===== src/rtl/synch_ctrl.sv =====
// synch_ctrl: sequencer for the preamble/timing synchroniser. It flushes and warms
// the metric delay lines, bounds the search, captures the frequency word and passes a burst.
module synch_ctrl #(
    parameter int SYM_LEN   = 320,
    parameter int WARM_LEN  = 192,
    parameter int SEARCH_TO = 16384,
    parameter int EST_TO    = 64,
    parameter int FLUSH_CYC = 4,
    parameter int CNT_W     = 20
) (
    input  logic        CLK_I,
    input  logic        RST_I,
    input  logic        enable,
    input  logic [7:0]  frame_len,
    input  logic        CYC_I,
    input  logic        STB_I,
    input  logic        out_stb,
    input  logic        ACK_I,
    input  logic        syn_done,
    input  logic        fre_val,
    input  logic [31:0] fre_dat,
    output logic        syn_run,
    output logic        dp_rst,
    output logic [31:0] fre_o,
    output logic        fre_o_val,
    output logic        frame_done,
    output logic        timeout,
    output logic        busy,
    output logic [2:0]  state_o
);

    typedef enum logic [2:0] {
        ST_IDLE   = 3'd0,
        ST_FLUSH  = 3'd1,
        ST_WARM   = 3'd2,
        ST_SEARCH = 3'd3,
        ST_EST    = 3'd4,
        ST_PASS   = 3'd5
    } state_t;

    localparam logic [CNT_W-1:0] CNT_ONE     = {{(CNT_W-1){1'b0}}, 1'b1};
    localparam logic [CNT_W-1:0] CNT_MAX     = {CNT_W{1'b1}};
    localparam logic [CNT_W-1:0] FLUSH_LAST  = CNT_W'(FLUSH_CYC - 1);
    localparam logic [CNT_W-1:0] WARM_LAST   = CNT_W'(WARM_LEN - 1);
    localparam logic [CNT_W-1:0] SEARCH_LAST = CNT_W'(SEARCH_TO - 1);
    localparam logic [CNT_W-1:0] EST_LAST    = CNT_W'(EST_TO - 1);
    localparam logic [CNT_W-1:0] SYM_LEN_C   = CNT_W'(SYM_LEN);

    state_t           state_r;
    state_t           state_nxt_s;
    logic [CNT_W-1:0] cnt_r;
    logic [CNT_W-1:0] cnt_nxt_s;
    logic [CNT_W-1:0] target_r;
    logic [CNT_W-1:0] target_nxt_s;
    logic [CNT_W-1:0] burst_len_s;
    logic [8:0]       nsym_s;
    logic             acc_s;
    logic             xfer_s;
    logic             cap_s;
    logic             done_s;
    logic             tmo_s;

    function automatic logic [CNT_W-1:0] sat_inc(input logic [CNT_W-1:0] v);
        if (v == CNT_MAX) begin
            return v;
        end else begin
            return v + CNT_ONE;
        end
    endfunction

    assign acc_s  = CYC_I & STB_I;
    assign xfer_s = out_stb & ACK_I;

    // Burst length in samples; a frame_len of zero encodes the maximum of 256 symbols.
    always_comb begin
        if (frame_len == 8'd0) begin
            nsym_s = 9'd256;
        end else begin
            nsym_s = {1'b0, frame_len};
        end
        burst_len_s = CNT_W'(nsym_s) * SYM_LEN_C;
    end

    // Next-state, counter and event decode; enable drops abort WARM/SEARCH but never a burst.
    always_comb begin
        state_nxt_s  = state_r;
        cnt_nxt_s    = cnt_r;
        target_nxt_s = target_r;
        cap_s        = 1'b0;
        done_s       = 1'b0;
        tmo_s        = 1'b0;
        case (state_r)
            ST_IDLE: begin
                if (enable) begin
                    state_nxt_s  = ST_FLUSH;
                    cnt_nxt_s    = '0;
                    target_nxt_s = burst_len_s;
                end else begin
                    state_nxt_s = ST_IDLE;
                end
            end
            ST_FLUSH: begin
                if (cnt_r >= FLUSH_LAST) begin
                    state_nxt_s = ST_WARM;
                    cnt_nxt_s   = '0;
                end else begin
                    cnt_nxt_s = sat_inc(cnt_r);
                end
            end
            ST_WARM: begin
                if (!enable) begin
                    state_nxt_s = ST_IDLE;
                    cnt_nxt_s   = '0;
                end else if (syn_done) begin
                    state_nxt_s = ST_FLUSH;
                    cnt_nxt_s   = '0;
                end else if (acc_s) begin
                    if (cnt_r >= WARM_LAST) begin
                        state_nxt_s = ST_SEARCH;
                        cnt_nxt_s   = '0;
                    end else begin
                        cnt_nxt_s = sat_inc(cnt_r);
                    end
                end else begin
                    cnt_nxt_s = cnt_r;
                end
            end
            ST_SEARCH: begin
                if (!enable) begin
                    state_nxt_s = ST_IDLE;
                    cnt_nxt_s   = '0;
                end else if (syn_done) begin
                    // A word already valid alongside the detection is taken straight away.
                    cnt_nxt_s = '0;
                    if (fre_val) begin
                        cap_s       = 1'b1;
                        state_nxt_s = ST_PASS;
                    end else begin
                        state_nxt_s = ST_EST;
                    end
                end else if (acc_s) begin
                    if (cnt_r >= SEARCH_LAST) begin
                        tmo_s       = 1'b1;
                        state_nxt_s = ST_FLUSH;
                        cnt_nxt_s   = '0;
                    end else begin
                        cnt_nxt_s = sat_inc(cnt_r);
                    end
                end else begin
                    cnt_nxt_s = cnt_r;
                end
            end
            ST_EST: begin
                if (fre_val) begin
                    cap_s       = 1'b1;
                    state_nxt_s = ST_PASS;
                    cnt_nxt_s   = '0;
                end else if (cnt_r >= EST_LAST) begin
                    tmo_s       = 1'b1;
                    state_nxt_s = ST_FLUSH;
                    cnt_nxt_s   = '0;
                end else begin
                    cnt_nxt_s = sat_inc(cnt_r);
                end
            end
            ST_PASS: begin
                if (xfer_s) begin
                    if (sat_inc(cnt_r) >= target_r) begin
                        done_s      = 1'b1;
                        cnt_nxt_s   = '0;
                        state_nxt_s = enable ? ST_FLUSH : ST_IDLE;
                    end else begin
                        cnt_nxt_s = sat_inc(cnt_r);
                    end
                end else begin
                    cnt_nxt_s = cnt_r;
                end
            end
            default: begin
                state_nxt_s = ST_IDLE;
                cnt_nxt_s   = '0;
            end
        endcase
    end

    // State, counters and all outputs registered from the decoded next state.
    always_ff @(posedge CLK_I or negedge RST_I) begin
        if (!RST_I) begin
            state_r    <= ST_IDLE;
            cnt_r      <= '0;
            target_r   <= '0;
            syn_run    <= 1'b0;
            dp_rst     <= 1'b0;
            busy       <= 1'b0;
            state_o    <= 3'd0;
            fre_o      <= 32'd0;
            fre_o_val  <= 1'b0;
            frame_done <= 1'b0;
            timeout    <= 1'b0;
        end else begin
            state_r    <= state_nxt_s;
            cnt_r      <= cnt_nxt_s;
            target_r   <= target_nxt_s;
            syn_run    <= (state_nxt_s == ST_WARM) || (state_nxt_s == ST_SEARCH);
            dp_rst     <= (state_nxt_s == ST_FLUSH);
            busy       <= (state_nxt_s != ST_IDLE);
            state_o    <= state_nxt_s;
            fre_o_val  <= cap_s;
            frame_done <= done_s;
            timeout    <= tmo_s;
            if (cap_s) begin
                fre_o <= fre_dat;
            end
        end
    end

endmodule


===== config.mk =====
export PLATFORM = sky130hd
export DESIGN_NAME = synch_ctrl
export DESIGN_NICKNAME = d
export VERILOG_FILES = /design/src/rtl/synch_ctrl.sv
export SDC_FILE = /design/constraint.sdc
export NUM_CORES = 1
export LEC_CHECK = 0
export CAP_MARGIN = 20
export CORE_MARGIN = 8
export CORE_UTILIZATION = 48
export DETAILED_ROUTE_END_ITERATION = 8
export PLACE_DENSITY = 0.76
export SLEW_MARGIN = 20
export SYNTH_ARGS = -nofsm -noshare
export SYNTH_HDL_FRONTEND = slang
export SYNTH_SLANG_ARGS = --single-unit

===== constraint.sdc =====
create_clock -name CLK_I -period 9.7 [get_ports CLK_I]
set_input_delay 2.425 -clock CLK_I [delete_from_list [all_inputs] [get_ports CLK_I]]
set_output_delay 2.425 -clock CLK_I [all_outputs]
set_load 0.02 [all_outputs]

Word-level counts from Yosys, hierarchy flattened --
Cells that the tools add are included.
Word-level totals: output and inout port bits 41, input port bits 49, word-level logic and storage cells 87, register bits after elaboration 73
Cells by class: multipliers 1, bitwise gates (word level) 2, reductions and logical operators 6, order comparisons 5, multiplexer cells 49, add/sub/neg operators 1, equality and inequality tests 13
Operators with widths (number):
- 2-to-1 mux 20 bit | 17
- one-hot mux 20 bit (6 select lines) | 1
- 2-to-1 mux 3 bit | 13
- adder 20 x 1 -> 20 bit (second input constant) | 1
- equality test 20 bit (second input constant) | 1
- greater-or-equal comparator 20 x 14 -> 1 bit (second input constant) | 1
- greater-or-equal comparator 20 x 18 -> 1 bit | 1
- greater-or-equal comparator 20 x 2 -> 1 bit (second input constant) | 1
- greater-or-equal comparator 20 x 6 -> 1 bit (second input constant) | 1
- greater-or-equal comparator 20 x 8 -> 1 bit (second input constant) | 1
- one-hot mux 3 bit (6 select lines) | 1
- 2-to-1 mux 1 bit | 14
- equality test 3 x 2 -> 1 bit (second input constant) | 4
- multiplier 9 x 3 -> 12 bit (second input constant) | 1
- 2-to-1 mux 9 bit | 1
- zero test 8 bit | 1
- inequality test 4 bit (second input constant) | 2
- equality test 3 x 1 -> 1 bit (second input constant) | 2
- equality test 3 bit (second input constant) | 2
- inequality test 2 bit (second input constant) | 2
- one-hot mux 1 bit (2 select lines) | 2
- AND reduction 4 bit | 1
- zero test 3 bit | 1
- nonzero test 3 bit | 1
- 3 further kinds | 4

Depth between registers and ports, before layout --
Gate-level depths: netlist of run 1.
word-level depth 10, mapped depth 19, depth with buffers taken out 16

Worst setup path before layout of run 1 --
OpenSTA, ideal clock, no wires.
kind input to register, from input frame_len[1], to register target_r[15], data arrival time 4164 ps, buffers on the path 1, cell stages on the path 10, setup time 133 ps, path slack 5403 ps, data required time 9567 ps, cell sequence clkbuf_1 ha_1 ha_1 fa_1 a21oi_1 o21bai_1 a21o_1 a21oi_1 xor2_1 o21ai_0
Between the ends: cells in the longest elaborated chain, start to end 3
Ends and longest elaborated chain:
- start, declared | line 14 | input logic [7:0] frame_len,
- zero test 8 bit | line 76 | if (frame_len == 8'd0) begin
- 2-to-1 mux 9 bit * | line 76
- multiplier 9 x 3 -> 12 bit * | line 81 | burst_len_s = CNT_W'(nsym_s) * SYM_LEN_C;
- end signal, assigned | line 203 | target_r <= target_nxt_s;
- end, declared | line 53 | logic [CNT_W-1:0] target_r;
Every way passes the cells marked *; elsewhere a longest branch is shown, timed or not. A chain may end at the register's enable or synchronous reset.

Worst setup path after layout of run 1 --
from register cnt_r[0], to register cnt_r[0]
Between the ends: cells in the longest elaborated chain, start to end 8, elaborated cells between the ends (all ways) 24, those cells by class add/sub (1); order compare (5); eq/ne (1); mux (17)
Ends and longest elaborated chain:
- start, declared | line 51 | logic [CNT_W-1:0] cnt_r;
- start signal, assigned | line 202 | cnt_r <= cnt_nxt_s;
- adder 20 x 1 -> 20 bit or equality test 20 bit (tied branches) | line 67, 64
- 2-to-1 mux 20 bit | line 64 | if (v == CNT_MAX) begin
- 2-to-1 mux 20 bit | line 167 | if (xfer_s) begin
- 2-to-1 mux 20 bit | line 92 | case (state_r)
- greater-or-equal comparator 20 x 18 -> 1 bit | line 168 | if (sat_inc(cnt_r) >= target_r) begin
- 2-to-1 mux 20 bit | line 168
- 2-to-1 mux 20 bit | line 167
- one-hot mux 20 bit (6 select lines) * | line 92
Every way passes the cells marked *; elsewhere a longest branch is shown, timed or not. The select of a mux whose other input is x is not followed.

==> results of run 1 <==
==> worst min-delay path, stage by stage (launching register included) <==
cell     delay [ns]
dfrtp_1        0.34
nand2_1        0.05
nand2_1        0.06
==> placed cells by master, fill, tap and decap left out, drive strengths merged, types with 6 or more instances in the layout <==
master	n
ha	25
nor3	7
nand3	23
nand2	137
nand4	8
o21ai	23
a21oi	27
xnor2	12
and2	6
clkdlybuf4s50	88
nor2	29
xor2	9
clkbuf	10
nor4	7
dfrtp	73
inv	24
==> flip-flops by register name (all words and copies together) (netlist names) <==
| signal | cells |
|---|---|
| frame_done | 1 |
| cnt_r | 20 |
| timeout | 1 |
| busy | 1 |
| syn_run | 1 |
| fre_o_val | 1 |
| fre_o | 32 |
| state_r | 3 |
| target_r | 12 |
| dp_rst | 1 |
==> stage by stage <==
| stage | hold slack [ns] | area (sq um) | util | std cells |
|---|---|---|---|---|
| after floorplan | 0.4498 | 4347 | - | 510 |
| after global placement | 0.4578 | 5269 | 0.6012 | 678 |
| after detailed placement | 0.4610 | 5269 | 0.6012 | 678 |
| after CTS | 0.4808 | 5473 | 0.6245 | 694 |
| after global routing | 0.5118 | 5473 | 0.6245 | 694 |
| final | 0.4781 | 5473 | 0.6245 | 694 |
==> path summary, 6_finish.rpt <==
| check | from | to | cells after the start |
|---|---|---|---|
| worst min register to register | fre_o[24]$_DFFE_PN0P_ | fre_o[24]$_DFFE_PN0P_ | 2 |
| worst max register to register | cnt_r[0]$_DFFE_PN0P_ | cnt_r[0]$_DFFE_PN0P_ | 16 |
| worst min-delay path | fre_o[24]$_DFFE_PN0P_ | fre_o[24]$_DFFE_PN0P_ | 2 |
| min in group asynchronous | RST_I | fre_o[15]$_DFFE_PN0P_ | 2 |
| max in group asynchronous | RST_I | cnt_r[1]$_DFFE_PN0P_ | 2 |
| worst max-delay path | cnt_r[0]$_DFFE_PN0P_ | cnt_r[0]$_DFFE_PN0P_ | 16 |
==> power breakdown <==
group / leakage (nW) / internal (mW) / switching (mW)
combinational: 1.50 / 0.251 / 0.365
sequential: 0.939 / 0.403 / 0.0661
clock: 0.0949 / 0.126 / 0.119
==> routing by layer <==
layer | wire length (um) | up-vias | part of all wire | GRT usage
met2 | 4821 | 148 | 0.44 | 0.2742
li1 | - | 1871 | - | -
met4 | 165 | 0 | 0.015 | 0.06667
met3 | 741 | 12 | 0.068 | 0.04058
met1 | 5209 | 1774 | 0.48 | 0.2309
met5 | 0 | - | 0 | 0
==> final cells by class <==
class / count / area [sq um]
fillers: 756 / 3291
multi-input cells: 381 / 2305
flip-flops and latches: 73 / 1827
repair buffers: 93 / 915.9
clock buffers: 10 / 137.6
well taps: 108 / 135.1
inverters: 23 / 86.33
clock inverters: 6 / 66.31
==> logic make-up (layout without fill, tap and decap cells) <==
group	count (synthesis)	after routing	synth area share
xor+xnor	21	21	0.04232
mux	3	3	0.007196
simple gates	240	240	0.2553
buf+inv	56	132	0.05412
flops	73	73	0.4203
compound gates	91	91	0.1442
fa+ha+maj	26	26	0.07657
==> summary.txt, run 1 <==
Finish
  • Share of post-route cells with drive strength above 1: 0.07509
  • Synthesis-to-layout area growth: 25.91%
  • Diode count: 0
  • Nets: 656

GRT
  • Overall Global Routing Usage: 0.1759
  • Remaining global-route overflow: 0
  • Largest net degree at the start of global routing: 74
  • Antenna violations before repair: 0
  • Wire length of the first global-routing pass: 18260 um
  • Via count of the first global-routing pass: 3746

Floorplanning
  • Die extent in x: 111.2 um
  • Core outline area: 8763 sq um
  • Count of standard-cell rows: 34
  • Die H: 111.2 um
  • Die ar.: 12360 sq um
  • Io pins: 90
  • Initial cell density of the core: 0.4960

Synth
  • Post-synthesis cell area: 4347 sq um
  • Register bit count reported by yosys: 73
  • Yosys synthesis warning count: 0
  • Cells taking the most area after synthesis: dfrtp_1 (42%), nand2_1 (12%), ha_1 (7.2%), nand3_1 (2.5%), nor2_1 (2.5%)
  • Post-synth EDFFs: 0
  • Post-synth ARST share: 1.000
  • Share of the synthesized area in the top cell type: 0.4203
  • Cell type with the highest aggregate area in the netlist: dfrtp_1
  • Cell with the most instances after synthesis: nand2_1
  • Per-instance average area after synthesis: 8.523 sq um
  • Net count of the mapped netlist: 585
  • Cell count after synthesis: 510
  • Leading post-synthesis cells by instance count: nand2_1 (137), dfrtp_1 (73), nor2_1 (29), ha_1 (25), inv_1 (23)
  • Part of the Yosys area used for sequential elements: 0.4203
  • Count of distinct cell types in the synthesized netlist: 61
  • Commonest register cell after synthesis: dfrtp_1

Routing
  • Via total after detailed routing: 3805
  • Antenna-violating nets left: 0
  • Post-route DRC violation count: 0
  • Final routed wirelength across all metal layers: 10940 um
  • Pre-antenna DRT Iters: 5
  • Via count normalized by instance count: 5.483
  • DR iter-0 viols: 228
  • Final routed wire length divided by cell count: 15.76 um

Worst setup path
  • Biggest cell delay along the critical path: 0.85 ns
  • R2r setup slk: 4.82 ns
  • Critical path buffers and inverters: 1
  • Sequence of cells on the critical path: ha_1 -> nand3_2 -> or2_1 -> nor2_1 -> a21boi_0 -> and4_1 -> xnor2_1 -> inv_1 -> ha_1 -> nand4_1 -> nor3_1 -> nand2_1 -> nor3_1 -> nor4b_4 -> o21ai_2 -> o21ai_0
  • Req. time, crit path: 9.88 ns
  • Startpoint type of the worst setup path: register
  • CP Class: reg2reg
  • Kind of cell with the highest combined delay on the critical path: simple AND/OR/NAND/NOR gates
  • Slowest stage cell, crit path: o21ai_2
  • Type of element capturing the critical path: register
  • Critical-path maximum fanout: 15
  • CP Data Arrival Time: 5.07 ns

Power and ir drop
  • PD cells: 243.0 nW/um^2
  • Overall power after layout: 1.330 mW
  • IR Drop Worst-Case VDD: 0.09206 mV
  • Cell leakage power: 2.536 nW

STA
  • Transition time at the pin with the least slew margin: 1.041 ns
  • PnR worst setup slack: 4.819 ns
  • Post-layout min period: 4.881 ns
  • Part of the cycle the worst path needs: 0.5032
  • Count of endpoints failing setup in the final report: 0
  • Post-Route Setup TNS: 0 ns
  • Final-report max-slew violation count: 0
  • Worst clock skew on the final layout: 0.01340 ns
  • Number of endpoints with negative hold slack in the final report: 0
  • Relative slew slack: 0.3062
  • Unrepaired setup endpoints after global routing: no
  • Fmax achieved: 204.9 MHz

Clock tree
  • Number of H-tree branching levels: 3
  • Number of gates resized after CTS: 0
  • Number of setup buffers added after CTS: 0
  • Number of buffers inserted for hold repair after clock tree synthesis: 0
  • Number of buffers on the longest clock path: 2
  • Clock latency at the later pin of the worst-skew pair: 0.36 ns
  • Cell chosen for the clock root: clkbuf_8
  • TritonCTS clock tree: done
  • TritonCTS Sinks: 73
  • TritonCTS Buffers: 9
  • Post-CTS clock slew at the launch and capture registers of the worst setup and hold paths: 0.07 ns

Hold path
  • Worst min-delay path category: reg2reg

Placement
  • Post-Place Setup Slack: 4.843 ns
  • Placed wire-length estimate after detailed placement: 8201 um
  • Buffers on Ports: 89
  • Placer congestion estimate: 0.9163

Run
  • Max-cap viol count: 0

Outcome
  • Result of the run: completed
Note: power is estimated with default switching activity, not from simulation.
==> run 2: changes to the inputs <==
==> constraint.sdc (replaced) <==
create_clock -name CLK_I -period 4.5 [get_ports CLK_I]
set_input_delay 1.125 -clock CLK_I [delete_from_list [all_inputs] [get_ports CLK_I]]
set_output_delay 1.125 -clock CLK_I [all_outputs]
set_load 0.02 [all_outputs]
==> run 2 against run 1 <==
Utilization grew 0.80 points. Power grew 120%. Register-to-register slack lost 4.4 ns. Hold slack lost 0.0013 ns. Combinational power grew 130%. Global-route usage grew 1.1 points. Setup slack lost 4.4 ns. Sequential share of layout area shrank 0.42 points. Clock-buffer cell count shrank 1. Critical path depth grew 1.
==> summary.txt, run 2 (synthesis gave the netlist of run 1 again) <==
Outcome
  • Result of the run: completed

Finish
  • Diode count: 0
  • Registers with the most flip-flops: fre_o (32), cnt_r (20), target_r (12)
  • Nets: 662
  • Most common library cell in the layout ignoring fill and taps: nand2_1
  • Multi-input gate area in the final layout: 2310 sq um
  • Share of post-route cells with drive strength above 1: 0.08784
  • Fill cell instance count of the final layout: 748
  • Sequential Area: 1827 sq um
  • Synthesis-to-layout area growth: 27.52%
  • Final standard cell count with taps included and fillers excluded: 700
  • Flip-flop count of the largest register, all copies and words added: 32
  • Commonest cells after routing, fill and taps aside: nand2_1 (137), clkdlybuf4s50_1 (88), dfrtp_1 (73)
  • Largest reg by FF count: fre_o

GRT
  • Overall Global Routing Usage: 0.1873
  • Global-route track usage on met1: 0.2493
  • Remaining global-route overflow: 0
  • Largest net degree at the start of global routing: 49
  • Via count of the first global-routing pass: 3923
  • Antenna violations before repair: 0
  • Layer with the highest usage: met2
  • Wire length of the first global-routing pass: 19480 um
  • Global Route met3 Usage: 0.04600
  • Met2 track utilization from global routing: 0.2900

Worst setup path
  • Critical register-to-register path endpoint: cnt_r[8]$_DFFE_PN0P_
  • Critical-path maximum fanout: 9
  • CP Data Arrival Time: 4.36 ns
  • Critical path buffers and inverters: 2
  • Startpoint type of the worst setup path: register
  • Biggest cell delay along the critical path: 0.44 ns
  • R2r setup slk: 0.38 ns
  • Worst reg-to-reg path cell count: 17
  • Req. time, crit path: 4.74 ns
  • CP Class: reg2reg
  • Kind of cell with the highest combined delay on the critical path: simple AND/OR/NAND/NOR gates
  • Slowest stage cell, crit path: dfrtp_1
  • Sequence of cells on the critical path: ha_2 -> nand3_2 -> or2_1 -> nor2_2 -> a21boi_0 -> and4_1 -> xnor2_1 -> inv_1 -> ha_1 -> a21o_1 -> a21oi_1 -> nor2b_1 -> o31a_1 -> nor4b_4 -> o21ai_2 -> buf_4 -> o41ai_2
  • Type of element capturing the critical path: register
  • R2R Path Start: cnt_r[0]$_DFFE_PN0P_

Power and ir drop
  • IR Drop Worst-Case VDD: 0.2365 mV
  • PD cells: 539.7 nW/um^2
  • Cell leakage power: 2.585 nW
  • NetSw: 1.225 mW
  • Switching share of power: 0.4095
  • Clk pwr share: 0.195
  • Overall power after layout: 2.991 mW
  • Combinational share of power: 0.467
  • Design internal power: 1.766 mW
  • Fraction of power consumed by sequential logic: 0.338

Floorplanning
  • Count of standard-cell rows: 34
  • Die H: 111.2 um
  • Initial cell density of the core: 0.4960
  • Die ar.: 12360 sq um
  • Die extent in x: 111.2 um
  • Core outline area: 8763 sq um
  • Io pins: 90

STA
  • Relative slew slack: 0.3439
  • Part of the cycle the worst path needs: 0.9160
  • PnR worst setup slack: 0.3780 ns
  • Post-layout min period: 4.122 ns
  • Fmax achieved: 242.6 MHz
  • Final worst hold slack: 0.4768 ns
  • Unrepaired setup endpoints after global routing: no
  • Transition time at the pin with the least slew margin: 0.9841 ns
  • Post-Route Setup TNS: 0 ns
  • Number of endpoints with negative hold slack in the final report: 0
  • Count of endpoints failing setup in the final report: 0
  • Final-report max-slew violation count: 0
  • Worst clock skew on the final layout: 0.01327 ns

Hold path
  • Start point of the worst min-delay path: fre_o[28]$_DFFE_PN0P_
  • End point of the worst hold path: fre_o[28]$_DFFE_PN0P_
  • Worst min-delay path category: reg2reg
  • Number of cells traversed by the worst hold path: 2

Routing
  • Final routed wirelength across all metal layers: 11370 um
  • Final routed wire length divided by cell count: 16.24 um
  • Post-route DRC violation count: 0
  • Via count normalized by instance count: 5.534
  • Via total after detailed routing: 3874
  • Antenna-violating nets left: 0
  • Pre-antenna DRT Iters: 5
  • DR iter-0 viols: 294

Clock tree
  • TritonCTS Sinks: 73
  • Clock latency at the later pin of the worst-skew pair: 0.35 ns
  • Post-CTS clock slew at the launch and capture registers of the worst setup and hold paths: 0.09 ns
  • Number of buffers on the longest clock path: 2
  • TritonCTS clock tree: done
  • Cell chosen for the clock root: clkbuf_8
  • TritonCTS Buffers: 9
  • Number of setup buffers added after CTS: 0
  • Number of H-tree branching levels: 3

Placement
  • Placed wire-length estimate after detailed placement: 8800 um
  • Count of placed standard cells including taps: 684
  • Buffers on Ports: 89
  • Post-Place Setup Slack: 0.2487 ns
  • Placer congestion estimate: 0.9687

Run
  • Max-cap viol count: 0
-- run 2: cell types whose count changed in the layout (fill, tap and decap cells not counted), sizes merged --
cell and change:
buf +6, bufinv +1, clkbuf -1, clkinv +1, clkinvlp -3, inv +2
-- run 2: worst min-delay path, stage by stage (launching register included) --
cell and delay [ns]:
dfrtp_1 0.34, nand2_1 0.05, nand2_1 0.06
-- run 2: power by group through the flow --
stage | clock (mW) | sequential, mW | combinational [mW]
CTS | 0.596 | 1.01 | 1.40
finish | 0.584 | 1.01 | 1.40
global route | 0.622 | 1.04 | 1.53
global placement | 0 | 1.01 | 1.36
detailed placement | 0 | 1.02 | 1.39
floorplan | 0 | 1.16 | 0.679
-- run 2: timing repair --
action / CTS / global route
resized for setup: 0 / 4
hold buffers: 0 / 0
endpoints found under the setup margin: 0 / 5
-- run 2: area by class of cell --
class | instances | area share
clock buffers | 9 | 0.02235
well taps | 108 | 0.02438
multi-input cells | 381 | 0.4167
flip-flops and latches | 73 | 0.3296
inverters | 23 | 0.01558
repair buffers | 99 | 0.1734
clock inverters | 7 | 0.01806
-- run 2: layer usage --
| layer | wire length (um) | share of wire | vias to the layer above |
|---|---|---|---|
| met3 | 759 | 0.067 | 17 |
| met4 | 199 | 0.018 | 0 |
| met2 | 4982 | 0.44 | 155 |
| li1 | - | - | 1885 |
| met1 | 5427 | 0.48 | 1817 |
| met5 | 0 | 0 | - |
-- run 2: worst max-delay path by stage --
| stage | slack (ns) | endpoint | depth (start not counted) | startpoint |
|---|---|---|---|---|
| floorplan | 0.66 | cnt_r[3]$_DFFE_PN0P_ | 19 | cnt_r[0]$_DFFE_PN0P_ |
| global placement | 0.33 | dp_rst$_DFF_PN0_ | 16 | cnt_r[0]$_DFFE_PN0P_ |
| detailed placement | 0.25 | dp_rst$_DFF_PN0_ | 16 | cnt_r[0]$_DFFE_PN0P_ |
| CTS | 0.19 | dp_rst$_DFF_PN0_ | 16 | cnt_r[0]$_DFFE_PN0P_ |
| global route | 0.04 | cnt_r[1]$_DFFE_PN0P_ | 17 | cnt_r[0]$_DFFE_PN0P_ |
| finish | 0.38 | cnt_r[8]$_DFFE_PN0P_ | 17 | cnt_r[0]$_DFFE_PN0P_ |
-- run 2: per-stage QoR --
stage          instance area, sq um  utilization
2_1_floorplan                  4347            -
5_1_grt                        5543       0.6325
3_5_place_dp                   5308       0.6057
4_1_cts                        5532       0.6312
3_3_place_gp                   5308       0.6057
6_report                       5543       0.6325
==> variant 1 (flow settings as in run 2) <==
Put one more register stage on the output `timeout`, with the module's reset. The value now appears one clock later. The other outputs are not delayed to match.
--- a/src/rtl/synch_ctrl.sv
+++ b/src/rtl/synch_ctrl.sv
@@ -46,6 +46,8 @@
     localparam logic [CNT_W-1:0] EST_LAST    = CNT_W'(EST_TO - 1);
     localparam logic [CNT_W-1:0] SYM_LEN_C   = CNT_W'(SYM_LEN);
 
+    logic timeout_s0;
+
     state_t           state_r;
     state_t           state_nxt_s;
     logic [CNT_W-1:0] cnt_r;
@@ -196,7 +198,7 @@
             fre_o      <= 32'd0;
             fre_o_val  <= 1'b0;
             frame_done <= 1'b0;
-            timeout    <= 1'b0;
+            timeout_s0 <= 1'b0;
         end else begin
             state_r    <= state_nxt_s;
             cnt_r      <= cnt_nxt_s;
@@ -207,12 +209,20 @@
             state_o    <= state_nxt_s;
             fre_o_val  <= cap_s;
             frame_done <= done_s;
-            timeout    <= tmo_s;
+            timeout_s0 <= tmo_s;
             if (cap_s) begin
                 fre_o <= fre_dat;
             end
         end
     end
 
+    always_ff @(posedge CLK_I or negedge RST_I) begin
+        if (!RST_I) begin
+            timeout <= '0;
+        end else begin
+            timeout <= timeout_s0;
+        end
+    end
+
 endmodule
 
Formal check against the unedited RTL: same outputs for any inputs over 10 cycles, from zero or initial values and one cycle with RST_I low; that may be too few to reach the edited logic, so the function may still have changed.
==> variant 1 against run 2 <==
Area after synthesis shrank 1.8%; total power increased by 4.1%; sequential cell count rose by 1; non-clock buffer count rose by 3; setup slack worse by 0.029 ns; via count decreased by 3.4%; final area down 0.16%; wire length is 5.2% lower; critical path type unchanged.
==> variant 1: results (changes against run 2) <==
minimum clock period 4.15 ns (+0.0286 ns); r2r setup slk 0.35 ns (-0.03 ns); routing usage on met3 4.30% (-0.30 points); Synth Area in Compound Gates 12.5% (-1.9 points); fillcell total 726 (-2.9%); Clk network pwr share 22.0% (+2.5 points); Crit path max-delay family compound AO/OA/AOI/OAI gates; placed inst area 5240 um2 (-1.3%); first-pass GRT wire length 17500 um (-10%); Post-Synth Adder-Cell Area 7.80% (+0.14 points); multiplexer area fraction after synthesis 0.498% (-0.22 points); Reg2Reg Depth 16 (-1); DRT iter0 DRCs 196 (-33%); relative slew slack 52.7% (+18 points); Nets 652 (-1.5%); hold path start timeout_s0; worst slack, placed 0.264 ns (+0.0156 ns); antenna violations before repair 0 (unchanged); largest cells by area after synthesis dfrtp_1 43%, nand2_1 12%, ha_1 7.3%; routed wl met2 4940 um (-0.82%); vias in the first global route 3709 (-5.5%); met3 WL 874 um (+15%); CP Max Fanout 8 (-1); status complete, no violations; met1 GRT Util 23.4% (-1.6 points); peak supply drop 0.000249 V (+5.1%); clk_skew 0.0123 ns (-0.000989 ns); Seq pwr share 32.6% (-1.2 points); estimated wirelength of the detail-placed design 8170 um (-7.1%); Metal-1 WL 4770 um (-12%); Synth Net Count 567 (-3.1%); wirelength, routed 10800 um (-5.2%); static leakage 2.58 nW (about the same); routing usage on met2 29.1% (+0.15 points); routability cong. 0.931 (-3.9%); Post-Synth XOR/XNOR Area 3.69% (-0.54 points); Int Pwr 1.92 mW (+8.6%); post-synthesis sequential area ratio 43.4% (+1.4 points); share of cells above drive strength 1 8.59% (-0.19 points)
-- variant 1: how the worst min path moves through the flow --
| stage | to | cells past startpoint | slack [ns] |
|---|---|---|---|
| floorplan | timeout | 0 | 0.33 |
| global placement | timeout | 0 | 0.34 |
| detailed placement | timeout | 0 | 0.36 |
| CTS | timeout | 0 | 0.37 |
| global route | timeout | 0 | 0.38 |
| finish | timeout | 0 | 0.37 |
-- variant 1: area by class of cell --
type                    count  area [um2]  share of cell area [%]
repair buffers            102         986                    17.8
flip-flops and latches     74        1850                    33.5
well taps                 108         135                    2.44
clock buffers              10         128                    2.31
clock inverters             6         138                    2.49
multi-input cells         370        2220                    40.1
inverters                  20        75.1                    1.36
-- variant 1: metrics by stage --
stage          power (mW)  instances
6_report             3.11        690
5_1_grt              3.32        690
4_1_cts              3.08        686
3_5_place_dp         2.39        670
3_3_place_gp         2.35        670
2_1_floorplan        1.83        492
==> variant 2 (flow settings as in run 2) <==
Without the edit above. Change the parameter `CNT_W` from 20 to 24.
--- a/src/rtl/synch_ctrl.sv
+++ b/src/rtl/synch_ctrl.sv
@@ -6,7 +6,7 @@
     parameter int SEARCH_TO = 16384,
     parameter int EST_TO    = 64,
     parameter int FLUSH_CYC = 4,
-    parameter int CNT_W     = 20
+    parameter int CNT_W     = 24
 ) (
     input  logic        CLK_I,
     input  logic        RST_I,
Function: same outputs for any inputs over 4 cycles, from zero or initial values and one cycle with RST_I low; that may be too few to reach the edited logic, so the function may still have changed.
==> variant 2 against run 2 <==
Die area up 2.7%; final area rose by 3.0%; area after synthesis grew 3.2%; sequential cell count up 4; setup slack got worse by 0.013 ns; critical path type unchanged; wire length down 1.9%; largest power group unchanged; total power fell by 4.2%; synthesized cell count increased by 0.59%.
==> variant 2: results (changes against run 2) <==
status complete, no violations; hold_ws 0.476 ns (-0.000975 ns); Sw Pwr 1.08 mW (-12%); largest cells by area after synthesis dfrtp_1 43%, nand2_1 11%, ha_1 7.3%; Seq pwr share 34.6% (+0.8 points); DRT iter0 DRCs 260 (-12%); Root Driver clkbuf_8; wirelength, routed 11100 um (-1.9%); Mapped Cells 513 (+0.59%); Worst Hold End fre_o[20]; number of synthesized flops with an enable pin 0 (unchanged); antenna violations before repair 0 (unchanged); estimated wirelength of the detail-placed design 8220 um (-6.5%); synth cell count leaders 137 x nand2_1, 77 x dfrtp_1, 26 x ha_1, 26 x inv_1, 22 x nor2_1; post-synthesis sequential area ratio 43.0% (+0.93 points); crit path DAT 4.38 ns (+0.02 ns); share of cells above drive strength 1 7.23% (-1.6 points); placed inst area 5440 um2 (+2.5%); Pwr Density 502 nW/um2 (-7.0%); Slowest cell on crit path dfrtp_1; first-pass GRT wire length 18600 um (-4.4%); peak supply drop 0.000190 V (-20%); pin count of the biggest net entering global routing 78 (+59%); CTS max path bufs 2 (unchanged); worst slack, placed 0.197 ns (-0.0520 ns); Clock group 0.658 mW (+13%); Synth Net Count 589 (+0.68%); routed wl met2 5190 um (+4.2%); clk_skew 0.00889 ns (-0.00438 ns); hold path start fre_o[20]; HP Class reg -> reg; multiplexer area fraction after synthesis 1.00% (+0.28 points); CTS resizes 0 (unchanged); Largest regs fre_o: 32 flops, cnt_r: 24 flops, target_r: 12 flops; Post-Synth Adder-Cell Area 7.70% (+0.042 points); Nets 666 (+0.60%); relative slew slack 37.1% (+2.7 points); met3 WL 711 um (-6.3%); r2r endpoint cnt_r[5]; worst setup margin 0.365 ns (-0.0127 ns); Synth Area in Compound Gates 14.3% (-0.084 points); vias in the first global route 3781 (-3.6%); Netlist cell types 62 (+1.6%); GRT Util Overall 17.9% (-0.86 points); Vias 3917 (+1.1%); top layer in use met4; CP Max Fanout 22 (+13); static leakage 2.63 nW (+1.6%); Port Buffers 89 (unchanged); Placed Cells 690 (+0.88%); Reg2Reg Depth 18 (+1); Metal-1 WL 5100 um (-6.0%); Post-Synth XOR/XNOR Area 3.32% (-0.91 points); final total power 2.87 mW (-4.2%); fillcell total 756 (+1.1%); drt wl/cell 15.8 um (-2.8%); yosys warns 0 (unchanged); drt first pass iters 4 (-1); routability cong. 0.903 (-6.8%); Post-CTS Setup Inserts 0 (unchanged)
variant 2: changes by cell type after synthesis, moves of 7 or more:
cell | run 2 | this run
nand3_1 | 22 | 15
a31oi_1 | 2 | 10
nor2_1 | 29 | 22
a32o_1 | 0 | 9
o21ai_1 | 1 | 9
a21oi_2 | 9 | 0
variant 2: worst max path at each step:
stage                     end  cells after the start
global route         cnt_r[6]                     17
finish               cnt_r[5]                     18
CTS                  cnt_r[6]                     19
floorplan           cnt_r[15]                     17
detailed placement   cnt_r[6]                     18
global placement    cnt_r[15]                     19
variant 2: final cells by class:
cell class / count / share of cell area [%]
Inverter: 27 / 1.77
Sequential cell: 77 / 33.7
Clock buffer: 10 / 2.41
Clock inverter: 6 / 2.06
Multi-Input combinational cell: 379 / 41.1
Tap cell: 111 / 2.43
Timing Repair Buffer: 96 / 16.5
variant 2: per-layer routing:
metal / global-route usage, % / vias up
met4: 6.03 / 0
met2: 29.0 / 152
met1: 23.2 / 1826
li1: - / 1925
met3: 3.65 / 14
met5: 0 / -
